$ cat src/rtl/alu_multicycle.sv
// ---------------------------------------------------------------------------
// alu_multicycle
//   Small ALU with single-cycle logic/arith/shift ops and a multi-cycle
//   unsigned shift-add multiplier. Results and flags are registered and
//   announced by a one-cycle done pulse.
//
// Ports
//   clk_i        single clock, rising edge
//   rstN_i       synchronous active-low reset
//   start_i      operation request, sampled with op_i/a_i/b_i/shamt_i
//   op_i         000 AND, 001 OR, 010 ADD, 011 SLL, 100 MUL, 101 SRL,
//                110 SUB, 111 SLT
//   a_i, b_i     operands
//   shamt_i      base shift amount (added to b_i[SHW-1:0])
//   busy_o       high while a multiply is running
//   done_o       one-cycle pulse, result/flags valid
//   result_o     result (low product half for MUL)
//   mulHi_o      high product half for MUL, 0 otherwise
//   zero_o       result (and mulHi for MUL) all zero
//   overflow_o   signed overflow of ADD/SUB
//   carryOut_o   adder carry out of ADD/SUB (SUB: 1 = no borrow)
// ---------------------------------------------------------------------------
module alu_multicycle #(
  parameter int WIDTH = 24,
  parameter int SHW   = 5
) (
  input  logic             clk_i,
  input  logic             rstN_i,
  input  logic             start_i,
  input  logic [2:0]       op_i,
  input  logic [WIDTH-1:0] a_i,
  input  logic [WIDTH-1:0] b_i,
  input  logic [SHW-1:0]   shamt_i,
  output logic             busy_o,
  output logic             done_o,
  output logic [WIDTH-1:0] result_o,
  output logic [WIDTH-1:0] mulHi_o,
  output logic             zero_o,
  output logic             overflow_o,
  output logic             carryOut_o
);

  localparam logic [2:0] OpAnd = 3'b000;
  localparam logic [2:0] OpOr  = 3'b001;
  localparam logic [2:0] OpAdd = 3'b010;
  localparam logic [2:0] OpSll = 3'b011;
  localparam logic [2:0] OpMul = 3'b100;
  localparam logic [2:0] OpSrl = 3'b101;
  localparam logic [2:0] OpSub = 3'b110;
  localparam logic [2:0] OpSlt = 3'b111;

  localparam int CW = $clog2(WIDTH);
  localparam logic [SHW:0]  WidthS  = (SHW+1)'(WIDTH);
  localparam logic [CW-1:0] LastCnt = CW'(WIDTH - 1);

  typedef enum logic [1:0] {IDLE, MUL, FIN} state_e;

  state_e           state_q;
  logic             busy_q, done_q, zero_q, overflow_q, carryOut_q;
  logic [WIDTH-1:0] result_q, mulHi_q;
  logic [WIDTH-1:0] mcand_q, prodHi_q, prodLo_q;
  logic [CW-1:0]    cnt_q;

  // Shared adder: SUB and SLT both compute A + ~B + 1
  logic             isSub;
  logic [WIDTH-1:0] bOp, addSum;
  logic             addCarry, addOvf;
  logic [SHW:0]     shDist;

  assign isSub = (op_i == OpSub) || (op_i == OpSlt);
  assign bOp   = isSub ? ~b_i : b_i;
  assign {addCarry, addSum} = {1'b0, a_i} + {1'b0, bOp} + {{WIDTH{1'b0}}, isSub};
  // Carry into the MSB is recovered from the MSB sum bit
  assign addOvf = (a_i[WIDTH-1] ^ bOp[WIDTH-1] ^ addSum[WIDTH-1]) ^ addCarry;
  // One extra bit so the sum of two shift fields cannot wrap
  assign shDist = {1'b0, shamt_i} + {1'b0, b_i[SHW-1:0]};

  // Single-cycle result and flags, loaded on the accepting edge
  logic [WIDTH-1:0] aluResult_d;
  logic             aluCarry_d, aluOvf_d;

  always_comb begin
    aluResult_d = '0;
    aluCarry_d  = 1'b0;
    aluOvf_d    = 1'b0;
    case (op_i)
      OpAnd: aluResult_d = a_i & b_i;
      OpOr:  aluResult_d = a_i | b_i;
      OpAdd, OpSub: begin
        aluResult_d = addSum;
        aluCarry_d  = addCarry;
        aluOvf_d    = addOvf;
      end
      // Sign of the difference, corrected when the subtraction overflowed
      OpSlt: aluResult_d = {{(WIDTH-1){1'b0}}, addSum[WIDTH-1] ^ addOvf};
      OpSll: aluResult_d = (shDist >= WidthS) ? '0 : (a_i << shDist);
      OpSrl: aluResult_d = (shDist >= WidthS) ? '0 : (a_i >> shDist);
      default: aluResult_d = '0;
    endcase
  end

  // One shift-add step: add multiplicand to the high half when the current
  // multiplier bit is set, then shift the whole product right by one.
  logic [WIDTH:0]   mulSum;
  logic [WIDTH-1:0] mulHi_d, mulLo_d;

  assign mulSum  = {1'b0, prodHi_q} + (prodLo_q[0] ? {1'b0, mcand_q} : '0);
  assign mulHi_d = mulSum[WIDTH:1];
  assign mulLo_d = {mulSum[0], prodLo_q[WIDTH-1:1]};

  // Control FSM with registered outputs; output registers change only when
  // an operation completes, so they hold across a running multiply.
  always_ff @(posedge clk_i) begin
    if (!rstN_i) begin
      state_q    <= IDLE;
      busy_q     <= 1'b0;
      done_q     <= 1'b0;
      result_q   <= '0;
      mulHi_q    <= '0;
      zero_q     <= 1'b1;
      overflow_q <= 1'b0;
      carryOut_q <= 1'b0;
      mcand_q    <= '0;
      prodHi_q   <= '0;
      prodLo_q   <= '0;
      cnt_q      <= '0;
    end else begin
      done_q <= 1'b0;
      case (state_q)
        IDLE: begin
          if (start_i) begin
            if (op_i == OpMul) begin
              mcand_q  <= a_i;
              prodLo_q <= b_i;
              prodHi_q <= '0;
              cnt_q    <= '0;
              busy_q   <= 1'b1;
              state_q  <= MUL;
            end else begin
              result_q   <= aluResult_d;
              mulHi_q    <= '0;
              zero_q     <= (aluResult_d == '0);
              overflow_q <= aluOvf_d;
              carryOut_q <= aluCarry_d;
              done_q     <= 1'b1;
              state_q    <= FIN;
            end
          end
        end
        MUL: begin
          prodHi_q <= mulHi_d;
          prodLo_q <= mulLo_d;
          cnt_q    <= cnt_q + 1'b1;
          if (cnt_q == LastCnt) begin
            result_q   <= mulLo_d;
            mulHi_q    <= mulHi_d;
            zero_q     <= (mulLo_d == '0) && (mulHi_d == '0);
            overflow_q <= 1'b0;
            carryOut_q <= 1'b0;
            busy_q     <= 1'b0;
            done_q     <= 1'b1;
            state_q    <= FIN;
          end
        end
        FIN:     state_q <= IDLE;
        default: state_q <= IDLE;
      endcase
    end
  end

  assign busy_o     = busy_q;
  assign done_o     = done_q;
  assign result_o   = result_q;
  assign mulHi_o    = mulHi_q;
  assign zero_o     = zero_q;
  assign overflow_o = overflow_q;
  assign carryOut_o = carryOut_q;

endmodule
$ cat config.mk
export PLATFORM = sky130hd
export DESIGN_NAME = alu_multicycle
export DESIGN_NICKNAME = d
export VERILOG_FILES = /design/src/rtl/alu_multicycle.sv
export SDC_FILE = /design/constraint.sdc
export NUM_CORES = 1
export LEC_CHECK = 0
export BUFFER_PORTS_ARGS = -buffer_cell sky130_fd_sc_hd__buf_2
export CORE_MARGIN = 2
export CORE_UTILIZATION = 55
export DETAILED_ROUTE_END_ITERATION = 8
export PLACE_DENSITY = 0.77
export SYNTH_ARGS = -nofsm -noshare
export SYNTH_HDL_FRONTEND = slang
export SYNTH_SLANG_ARGS = --single-unit
$ cat constraint.sdc
create_clock -name clk_i -period 4.3 [get_ports clk_i]
set_input_delay 1.075 -clock clk_i [delete_from_list [all_inputs] [get_ports clk_i]]
set_output_delay 1.075 -clock clk_i [all_outputs]
set_load 0.02 [all_outputs]
; ---- Word level (Yosys, flattened, before mapping)
; Cells that the tools add are included.
[word_totals]
wordCells = 100
out_inout_bits = 53
in_bits = 59
register_bits = 132
[op_classes]
n_reduce_logical = 14
bitwise = 7
muxes = 46
n_lt_le_gt_ge = 1
eq_ne = 13
addsub = 5
shifts = 2
[ops]
columns = operator, n
row1 = 2-to-1 mux 24 bit, 14
row2 = one-hot mux 24 bit (2 select lines), 4
row3 = one-hot mux 24 bit (6 select lines), 1
row4 = zero test 24 bit, 3
row5 = adder 24 x 24 -> 25 bit, 2
row6 = adder 25 x 1 -> 25 bit, 1
row7 = AND 24 bit, 1
row8 = inverter 24 bit, 1
row9 = bitwise OR 24 bit, 1
row10 = << shifter 24 x 6 -> 24 bit, 1
row11 = >> shifter 24 x 6 -> 24 bit, 1
row12 = 2-to-1 mux 1 bit, 15
row13 = equality test 3 bit (second input constant), 4
row14 = 2-to-1 mux 5 bit, 2
row15 = one-hot mux 1 bit (2 select lines), 5
row16 = one-hot mux 5 bit (2 select lines), 1
row17 = != test 2 bit (second input constant), 4
row18 = AND reduction 4 bit, 2
row19 = adder 5 x 5 -> 6 bit, 1
row20 = equality test 3 x 2 -> 1 bit (second input constant), 2
row21 = >= comparator 6 x 5 -> 1 bit (second input constant), 1
row22 = 2-to-1 mux 2 bit, 3
row23 = AND reduction 3 bit, 2
row24 = adder 5 x 1 -> 5 bit (second input constant), 1
row25 = other kinds (12), 15

; ---- Logic depth before layout (Yosys ltp)
[logic_depth]
depth_word = 13
ltp_mapped = 17
depth_no_buf = 14

; ---- Worst setup path after synthesis
; No wires, ideal clock.
[synth_path]
path_kind = in2reg
startpoint = input op_i[1]
endpoint = register zero_q, in the netlist zero_o
t_arrival_ps = 4395
path_slack_ps = -157
setup_ps = 62
t_required_ps = 4238
path_buffers = 2
stages = 15
cell_sequence = clkbuf_1 > nand2_1 > buf_1 > xnor2_1 > ha_1 > a21o_1 > a211o_1 > or3_1 > o22ai_1 > xor2_1 > o211ai_1 > or4_1 > nor4_2 > nand4_1 > nand3_1
[synth_via]
elab_chain_cells = 13
word_cells_on_any_way = 24
classes_between = add/sub (2) / eq/ne (8) / mux (5) / bitwise (4) / reduce/logical (5)
[synth_rtl]
columns = item, line_no
row1 = start: declaration, 30  ; input logic [2:0] op_i,
row2 = equality test 3 bit, "70, 86"
row3 = logical OR 1 bit, 70  ; assign isSub = (op_i == OpSub) || (op_i == OpSlt);
row4 = 2-to-1 mux 24 bit, 71  ; assign bOp = isSub ? ~b_i : b_i;
row5 = adder 24 x 24 -> 25 bit, 72  ; assign {addCarry, addSum} = {1'b0, a_i} + {1'b0, bOp} + {{WIDTH{1'b0}}, isSub};
row6 = adder 25 x 1 -> 25 bit, 72
row7 = bitwise XOR 1 bit (2 in a row), 74  ; assign addOvf = (a_i[WIDTH-1] ^ bOp[WIDTH-1] ^ addSum[WIDTH-1]) ^ addCarry;
row8 = bitwise XOR 1 bit, 95  ; OpSlt: aluResult_d = {{(WIDTH-1){1'b0}}, addSum[WIDTH-1] ^ addOvf};
row9 = one-hot mux 24 bit (6 select lines), 86  ; case (op_i)
row10 = zero test 24 bit, 142  ; zero_q <= (aluResult_d == '0);
row11 = 2-to-1 mux 1 bit, 132  ; if (op_i == OpMul) begin
row12 = 2-to-1 mux 1 bit, 131  ; if (start_i) begin
row13 = one-hot mux 1 bit (2 select lines), 129  ; case (state_q)
row14 = end signal: assignment, 142
row15 = end signal: assignment, 157  ; zero_q <= (mulLo_d == '0) && (mulHi_d == '0);
row16 = end: declaration, 59  ; logic busy_q, done_q, zero_q, overflow_q, carryOut_q;
; Parallel ways exist; a longest one is shown, timed or not. The select of a mux whose other input is x is not followed.
; A chain may end at the register's enable or synchronous reset.

; ---- Worst setup path after layout
[layout_path]
startpoint = register prodLo_q[0]
endpoint = register zero_q, in the netlist zero_o
[layout_via]
elab_chain_cells = 6
word_cells_on_any_way = 7
classes_between = add/sub (1) / mux (3) / reduce/logical (3)
[layout_rtl]
columns = item, line_no
row1 = start: declaration, 61  ; logic [WIDTH-1:0] mcand_q, prodHi_q, prodLo_q;
row2 = start signal: assignment, 134  ; prodLo_q <= b_i;
row3 = start signal: assignment, 152  ; prodLo_q <= mulLo_d;
row4 = 2-to-1 mux 24 bit (*), 107  ; assign mulSum = {1'b0, prodHi_q} + (prodLo_q[0] ? {1'b0, mcand_q} : '0);
row5 = adder 24 x 24 -> 25 bit (*), 107
row6 = zero test 24 bit, 157
row7 = logical AND 1 bit (*), 157
row8 = 2-to-1 mux 1 bit (*), 154  ; if (cnt_q == LastCnt) begin
row9 = one-hot mux 1 bit (2 select lines) (*), 129
; Mark *: on every way between the ends. The rest lies on a longest branch, timed or not. The select of a mux whose other input is x is not followed.

==> summary.txt <==
Place
  – Placed cell areas: about 0.014 mm²
  – Placed cell count: about 1.9k
  – GP Congestion: around 1.1
  – Dpl hpwl: between 30,000 and 40,000 µm
  – Port Buf Inserts: ~110
  – Setup WS pre-CTS: -0.426 ns

Synthesis
  – Post-synthesis async set-or-reset flop share: 0%
  – Sequential fraction of the synthesis area: roughly a quarter
  – Cell count after synthesis: around 1.4k
  – Dominant cells by area after synthesis: dfxtp_1 (23%), mux4_2 (7.2%), nand2_1 (6.7%)
  – Leading area contributor after synthesis: dfxtp_1
  – Yosys warning count: 0
  – Number of synthesized flops with an enable pin: 0
  – Top FF cell, synth: dfxtp_1
  – Top-area cell type share of the netlist area: a little under a quarter
  – Synthesized area: ~0.011 mm²
  – Synth Net Count: 1,543
  – Distinct cells, synth: 75
  – Synthesized flop and latch total: between 100 and 150
  – Syn Area/Cell: 7.94 µm²

Cells and area
  – Layout area overhead: 25.5%
  – Non-filler instance count after layout: 1,953
  – Fraction of layout cells with a size suffix above 1: 25.7%
  – Cell area after layout: 0.0142 mm²
  – Ant diodes: 0
  – Number of nets in the layout: about 1.8k
  – Most frequent cells in the layout: buf_4 (206), nand2_1 (203), dfxtp_1 (132)
  – Fill cells: approximately 1.7k
  – Most common cell after layout, fill and taps aside: buf_4

Setup path
  – Worst path arrival time: approximately 4.6 ns
  – Critical path fanouts, max: 4
  – Crit. End Element: flip-flop
  – Slowest cell on crit path: or4_1
  – Crit Path Class: flip-flop to flip-flop
  – Worst Setup Start Kind: flip-flop
  – Worst stage delay on the critical path: roughly 0.54 ns
  – Worst path buffer plus inverter count: 0
  – CP required: between 4 and 5 ns
  – Top Family by Delay on Critical Path: simple AND/OR/NAND/NOR gates
  – Most frequent CP cell: nand4_1
  – Cell Chain, Critical Path: and2_1 -> ha_1 -> fa_1 -> nor4_2 -> nand4_1 -> nor4_1 -> nand4_1 -> and4b_1 -> nand4_1 -> nand4b_1 -> or4_1 -> or4_1 -> nand3_1

STA
  – RSZ-0062 raised after global routing: true
  – Least-Margin Pin Slew: ~0.83 ns
  – Fin. max-slew vios: 0
  – Crit path setup slack, layout: between 0.07 and 0.08 ns
  – Final Hold Vio Count: 0
  – Skew final: 0.0162 ns
  – Final Critical Period: between 4 and 5 ns
  – Max Fclk: between 0.2 and 0.25 GHz
  – Final setup TNS: 0 ns
  – Final period utilization: 98.3%
  – Slew margin rel.: 44.4%
  – Final-report setup violation count: 0

Detailed routing
  – Antenna viol nets, final: 0
  – WL final: 45,700 µm
  – Via count: 12.6k
  – Routed len/inst: about 23 µm
  – DR DRC count: 4
  – Vias per inst: roughly 6.4
  – Initial drt markers: approximately 1.3k
  – First drt pass iteration count: 9

Power and ir drop
  – Power per standard cell area: ~320 mW/mm²
  – Worst VDD drop: 214 µV
  – Total power: ~0.0046 W
  – Leakage power: approximately 6.2 nW

Global route
  – First-pass GRT wire length: around 69,000 µm
  – Antenna violations before repair: 0
  – Largest net degree at the start of global routing: between 70 and 80
  – All-Layer GR Usage: 41.4%
  – Vias in the first global route: about 12k
  – Grt total ovfl: 0

Clock tree
  – Cts bufs inserted: 17
  – CTS Root Cell: clkbuf_16
  – Clock Path Buffers: 2
  – Clock sinks: approximately 130
  – H-tree Lvls: 4
  – Clock Latency Late Sink: 0.43 ns
  – CTS clk-pin slew, worst paths: 0.07 ns
  – CTS tree: done

Hold path
  – Min-Delay Path Class: flip-flop to flip-flop

Floorplan
  – Die height: approximately 150 µm
  – Die area: 0.0217 mm²
  – Row count: 52
  – Initial cell density of the core: 55.9%
  – I/O pin cnt: approximately 110
  – Die extent in x: 147 µm
  – Core ar.: ~0.02 mm²

Run status
  – Failing checks: design-rule violations
  – Status: finished with violations

Run
  – Max_cap viols: 0
[Yosys cell counts (5+ instances only)]
cell      number
a21oi_1       94
nor3_1        19
maj3_1        19
a211oi_1      17
inv_1         21
o211ai_1      20
and3_1        11
clkbuf_1      69
buf_1         12
ha_1          55
nor2b_1       56
o21ai_1       13
a21boi_0      47
mux4_2        36
a211o_1        7
or4_1          8
a222oi_1      12
a22oi_1       14
or3_1          6
a221oi_1       7
buf_2         14
nand3_1       42
a31oi_1        5
and2_1        48
dfxtp_1      132
o211a_1       16
mux2_2         7
nor4_1         8
o221ai_1       5
nand2b_1      11
o21ai_0       71
nand4_1       19
a21o_1        20
nand2_1      203
o21a_1         7
o22ai_1        8
a32oi_1        5
mux2i_1       36
xor2_1        23
xnor2_1       42
nor2_1        88
[cells by family after synthesis]
| group | count (synthesis) | share of synthesized area (%) |
|---|---|---|
| AOI/OAI and AO/OA | 406 | 24.2 |
| muxes | 83 | 11.4 |
| adders and majority gates | 77 | 8.29 |
| and+or+nand+nor | 542 | 23.4 |
| DFF | 132 | 23.3 |
| xor gates and xnor gates | 65 | 5.03 |
| buffers and inverters | 121 | 4.33 |
[registers in the layout, summed over array words and instances, names as in the netlist]
register	count
mulHi_o	24
mcand_q	24
overflow_o	1
cnt_q	5
state_q	2
done_o	1
prodHi_q	24
busy_o	1
zero_o	1
prodLo_q	24
result_o	24
carryOut_o	1
[repair_timing]
action | 4_1_cts | 5_1_grt
endpoints found under the setup margin | 1 | 4
pin swaps | 0 | 7
gates resized for setup | 1 | 17
buffers inserted | 0 | 1
hold buffers | 0 | 0
endpoints found under the hold margin | 0 | 0
[area by class of cell]
class	instances	area, µm²	share of cell area, %
inverters	22	82.6	0.582
well taps	270	338	2.38
clock inverters	15	150	1.06
flip-flops and latches	132	2640	18.6
multi-input cells	1173	8310	58.5
clock buffers	17	425	3.00
repair buffers	324	2250	15.8
[path summary, 6_finish.rpt]
check / startpoint / end / slack (ns) / cells past startpoint
worst min register to register: mulHi_o[1]$_SDFFE_PN0P_ / mulHi_o[1]$_SDFFE_PN0P_ / 0.46 / 2
worst min-delay path: mulHi_o[1]$_SDFFE_PN0P_ / mulHi_o[1]$_SDFFE_PN0P_ / 0.46 / 2
worst max register to register: prodLo_q[0]$_SDFFE_PN0P_ / zero_o$_SDFFE_PN1P_ / 0.07 / 13
worst max-delay path: prodLo_q[0]$_SDFFE_PN0P_ / zero_o$_SDFFE_PN1P_ / 0.07 / 13
[worst min-delay path: cells and delay by family (launching register included)]
family / cells / cell delay (ns)
AO/OA/AOI/OAI: 1 / 0.06
flip-flops: 1 / 0.31
AND/OR/NAND/NOR: 1 / 0.05
[layer usage]
layer	vias up	GRT usage [%]	routed length, µm
li1	5745	-	-
met1	5914	51.4	17400
met2	763	69.3	21400
met3	168	7.56	4270
met4	0	21.0	2570
met5	-	0	0
[metrics by stage]
stage               utilization (%)  hold slack, ns
finish                         70.2           0.459
detailed placement             66.9           0.453
CTS                            69.7           0.460
global placement               66.9           0.445
floorplan                         -           0.439
global route                   70.2           0.476
[power breakdown]
part	leakage [nW]	switching, W	internal, W
sequential	1.07	0.0000246	0.00126
clock	0.276	0.000672	0.000775
combinational	4.87	0.00102	0.000822
total	6.22	0.00171	0.00285
No activity file was read; power rests on OpenSTA's default activity.
